--- config.mk ---
export PLATFORM = sky130hd
export DESIGN_NAME = hazard_sequencer
export DESIGN_NICKNAME = d
export VERILOG_FILES = /design/src/rtl/hazard_sequencer.sv
export SDC_FILE = /design/constraint.sdc
export NUM_CORES = 1
export LEC_CHECK = 0
export CORE_MARGIN = 2
export CORE_UTILIZATION = 33
export DETAILED_ROUTE_END_ITERATION = 10
export PLACE_DENSITY = 0.92
export SLEW_MARGIN = 5
export SYNTH_ARGS = -nofsm -noshare
export SYNTH_HDL_FRONTEND = slang
export SYNTH_SLANG_ARGS = --single-unit
export TNS_END_PERCENT = 50
--- constraint.sdc ---
create_clock -name clk -period 9.38 [get_ports clk]
set_clock_uncertainty 0.2 [all_clocks]
set_input_delay 2.814 -clock clk [delete_from_list [all_inputs] [get_ports clk]]
set_output_delay 2.814 -clock clk [all_outputs]
set_load 0.01 [all_outputs]
--- src/rtl/hazard_sequencer.sv ---
// hazard_sequencer: load-use / redirect / dmem-wait stall and flush sequencer for the 5-stage core.
// Define HAZARD_PERF_CNT_EN to build the stall/flush performance counters.
module hazard_sequencer #(
   parameter int LOAD_STALL_CYCLES = 1,
   parameter int FLUSH_CYCLES      = 1
) (
   input  logic        clk,
   input  logic        reset,
   input  logic [4:0]  ifid_rs1,
   input  logic [4:0]  ifid_rs2,
   input  logic        ifid_use_rs1,
   input  logic        ifid_use_rs2,
   input  logic [4:0]  idex_rd,
   input  logic        idex_mem_read,
   input  logic        ex_branch_taken,
   input  logic        ex_jal,
   input  logic        ex_jalr,
   input  logic        dmem_busy,
   output logic        pc_write,
   output logic        ifid_write,
   output logic        ifid_flush,
   output logic        ctrl_bubble,
   output logic        pipe_freeze,
   output logic        pc_redirect,
   output logic [1:0]  state_o,
   output logic [31:0] stall_count,
   output logic [31:0] flush_count
);
   typedef enum logic [1:0] {RUN = 2'd0, LDSTALL = 2'd1, FLUSH = 2'd2, MEMWAIT = 2'd3} state_t;
   localparam logic [2:0] LS_M1 = 3'(LOAD_STALL_CYCLES - 1);
   localparam logic [2:0] FC_M1 = 3'(FLUSH_CYCLES - 1);
   if (LOAD_STALL_CYCLES < 1 || LOAD_STALL_CYCLES > 7) begin : g_bad_ls
      $error("LOAD_STALL_CYCLES must be in 1..7");
   end
   if (FLUSH_CYCLES < 1 || FLUSH_CYCLES > 7) begin : g_bad_fc
      $error("FLUSH_CYCLES must be in 1..7");
   end
   state_t state, state_nx;
   logic [2:0] cnt, cnt_nx;
   logic lu, rd, stall, redir, fl;
   assign lu = idex_mem_read && idex_rd != 5'd0 &&
               ((ifid_use_rs1 && ifid_rs1 == idex_rd) || (ifid_use_rs2 && ifid_rs2 == idex_rd));
   assign rd = ex_branch_taken | ex_jal | ex_jalr;
   // MEMWAIT with dmem_busy low falls through to the RUN evaluation
   always_comb begin
      state_nx = state;
      cnt_nx   = cnt;
      stall    = 1'b0;
      redir    = 1'b0;
      fl       = 1'b0;
      if (dmem_busy) begin
         state_nx = (state == RUN) ? MEMWAIT : state;
      end else if (rd) begin
         redir    = 1'b1;
         state_nx = (FLUSH_CYCLES > 1) ? FLUSH : RUN;
         cnt_nx   = FC_M1;
      end else if (state == LDSTALL) begin
         stall    = 1'b1;
         state_nx = (cnt == 3'd1) ? RUN : LDSTALL;
         cnt_nx   = cnt - 3'd1;
      end else if (state == FLUSH) begin
         fl       = 1'b1;
         state_nx = (cnt == 3'd1) ? RUN : FLUSH;
         cnt_nx   = cnt - 3'd1;
      end else if (lu) begin
         stall    = 1'b1;
         state_nx = (LOAD_STALL_CYCLES > 1) ? LDSTALL : RUN;
         cnt_nx   = LS_M1;
      end else begin
         state_nx = RUN;
      end
   end
   assign pipe_freeze = reset & dmem_busy;
   assign pc_write    = reset & ~dmem_busy & ~stall;
   assign ifid_write  = pc_write;
   assign ifid_flush  = ~reset | redir | fl;
   assign ctrl_bubble = ~reset | redir | fl | stall;
   assign pc_redirect = reset & redir;
   assign state_o     = state;
   always_ff @(posedge clk or negedge reset) begin
      if (!reset) begin
         state <= RUN;
         cnt   <= '0;
      end else begin
         state <= state_nx;
         cnt   <= cnt_nx;
      end
   end
`ifdef HAZARD_PERF_CNT_EN
   logic [31:0] s_cnt, f_cnt;
   always_ff @(posedge clk or negedge reset) begin
      if (!reset) begin
         s_cnt <= '0;
         f_cnt <= '0;
      end else begin
         if (stall && s_cnt != '1) s_cnt <= s_cnt + 32'd1;
         if ((redir || fl) && f_cnt != '1) f_cnt <= f_cnt + 32'd1;
      end
   end
   assign stall_count = s_cnt;
   assign flush_count = f_cnt;
`else
   assign stall_count = '0;
   assign flush_count = '0;
`endif
endmodule
==> results.cfg <==
[drt]
wl_um = 1831
dr.first_iter.drc_count = 17
viasPerCell = 3.647
route.detailed.drc = 0
postRouteAntennaNets = 0
vias = 755
drt-pass1-iter-count = 4
avgRoutedWirePerCell_um = 8.845

[global_route]
grt_pass1_wl_um = 2387
antenna_found_initial = 0
grt-busiest-layer = met2
grtUsageMet3 = 0.04113
first_global_vias = 561
grt_overflow = 0
grtUsageMet2 = 0.1475
grt_max_degree = 14
grt_usage = 0.09252
use_met1 = 0.09935

[worst_setup_path]
cp-end-kind = output port
cp.arrival_ns = 5.10
start_kind = input port
reg2reg_setup_slack_ns = 7.49
worstPathRequired_ns = 6.37
critical_path_class = in2out
ff2ff_path_depth = 6
crit_fanout = 4

[timing]
max_freq_ghz = 0.1233
timing.setup.tns_ns = 0
final-hold-violation-count = 0
finalWorstSetupSlack_ns = 1.269
period_share = 0.8647
finalMaxSlewViolations = 0
period_needed_ns = 8.111
rsz0062_at_grt = false
setup_violations = 0

[status]
status = complete, no violations

[pwr]
ir_drop_mv = 0.02687
power.density_nw_per_um2 = 80.71
power.leakage_nw = 0.5735

[place]
port_buffers = 31
place.gp.congestion = 0.6870
pre_cts_ws_ns = 1.234
dp_cells = 203
hpwl_um = 1632

[finish]
utilization = 0.3868
fillCellCount = 327
layout_common_cells = conb_1 (64), clkdlybuf4s50_1 (31), xor2_1 (8)
instances_no_fill = 207
fin_nets = 193
drive_gt1_frac = 0.03681
diodes = 0
layout_commonest_cell = conb_1
area_delta_synth_final_pct = 12.77

[floorplan]
rows = 20
die_area_um2 = 3611
die_w_um = 60.10
start_util = 0.3430
die_y_um = 60.10
ios = 96
coreArea_um2 = 3028

[worst_hold_path]
hold_class = reg2reg
hold_depth = 1

[clocking]
cts_tree = yes
clock_sinks = 5
insertion_delay_ns = 0.24
clockBufferDepth = 2
clockRootBuffer = clkbuf_4
cts_buffers = 3
cts_max_level = 1
cts_setup_buffers = 0
holdBufCountCts = 0
cts_resized = 0
clkTransAtPathRegs_ns = 0.04

[logic_synthesis]
syn_area_um2 = 1038
syn_area_per_cell_um2 = 7.867
ys_seq_area_frac = 0.1205
ys_seq_elements = 5
netlist_instances = 132
netlist_top_cells_area = buf_4 (47%), dfrtp_1 (12%), xor2_1 (6.7%)
synth_warnings = 0
synthDistinctLibCells = 28
synth.largest_area_cell = buf_4
synth_top_area_frac = 0.4699

[job]
drv_cap = 0
-- logic make-up (layout without fill, tap and decap cells) --
logic type                 Yosys count  in the layout  share of synthesized area
buffers and inverters               73             41                     0.4988
adders and majority gates            5              5                    0.06024
xor gates and xnor gates            10             10                    0.08434
muxes                                2              2                    0.02169
and+or+nand+nor                     21             21                     0.1157
AOI/OAI and AO/OA                   15             15                    0.09519
DFF                                  5              5                     0.1205
other                                1             64                   0.003611
-- flip-flops by register name (all words and copies together), names as in the netlist --
register and cells:
state_o 2, cnt 3
-- metrics by stage --
step | total power, mW | hold WS [ns] | area, um^2
after floorplan | 0.07041 | 0.2562 | 1275
after global placement | 0.06853 | 0.2766 | 1145
after detailed placement | 0.06965 | 0.2825 | 1145
after CTS | 0.09646 | 0.2911 | 1171
after global routing | 0.1042 | 0.2955 | 1171
final | 0.09453 | 0.2886 | 1171
-- synth_stat cells --
cell type / n
buf_4: 65
xor2_1: 8
nor2_1: 7
inv_1: 6
dfrtp_1: 5
ha_1: 5
o21ai_0: 5
a21oi_1: 3
nor3_1: 3
clkbuf_1: 2
mux2_1: 2
nor4_1: 2
o31a_1: 2
o41ai_1: 2
xnor2_1: 2
a211oi_1: 1
a32oi_1: 1
and2_0: 1
and2_1: 1
conb_1: 1
nand2b_1: 1
nand3b_1: 1
nor4_2: 1
o211ai_1: 1
or2_2: 1
or3_1: 1
or3_2: 1
or4_1: 1
-- report_power, final --
group	leakage, nW	internal (mW)	total, mW	switching [mW]
combinational	0.493	0.0192	0.0451	0.0259
clock	0.0150	0.0161	0.0248	0.00873
sequential	0.0660	0.0232	0.0247	0.00147
total	0.574	0.0585	0.0945	0.0361
-- worst max-delay path, cell delays in order --
cell and delay [ns]:
clkdlybuf4s50_1 0.47, or4_1 0.53, o21ai_0 0.32, nor4_1 0.09
a211oi_1 0.27, clkdlybuf4s50_1 0.59
-- final timing paths --
| path | from | end |
|---|---|---|
| hold / removal | cnt[1] | cnt[1] |
| setup / recovery | idex_rd[1] | ifid_write |
| hold reg to reg | cnt[1] | cnt[1] |
| max in group asynchronous | reset | cnt[2] |
| setup reg to reg | state_o[0] | cnt[0] |
| min in group asynchronous | reset | state_o[0] |
-- per-layer routing --
| layer | vias up | part of all wire |
|---|---|---|
| met5 | - | 0 |
| met4 | 0 | 0.022 |
| met3 | 4 | 0.082 |
| met2 | 49 | 0.53 |
| met1 | 335 | 0.36 |
| li1 | 367 | - |
-- area by class of cell --
type | instances | area (um^2) | share of cell area
Clock buffer | 4 | 26.28 | 0.02244
Inverter | 6 | 22.52 | 0.01923
Multi-Input combinational cell | 117 | 631.9 | 0.5395
Sequential cell | 5 | 125.1 | 0.1068
Tap cell | 44 | 55.05 | 0.04701
Timing Repair Buffer | 31 | 310.3 | 0.2650
No activity file was read; power rests on OpenSTA's default activity.
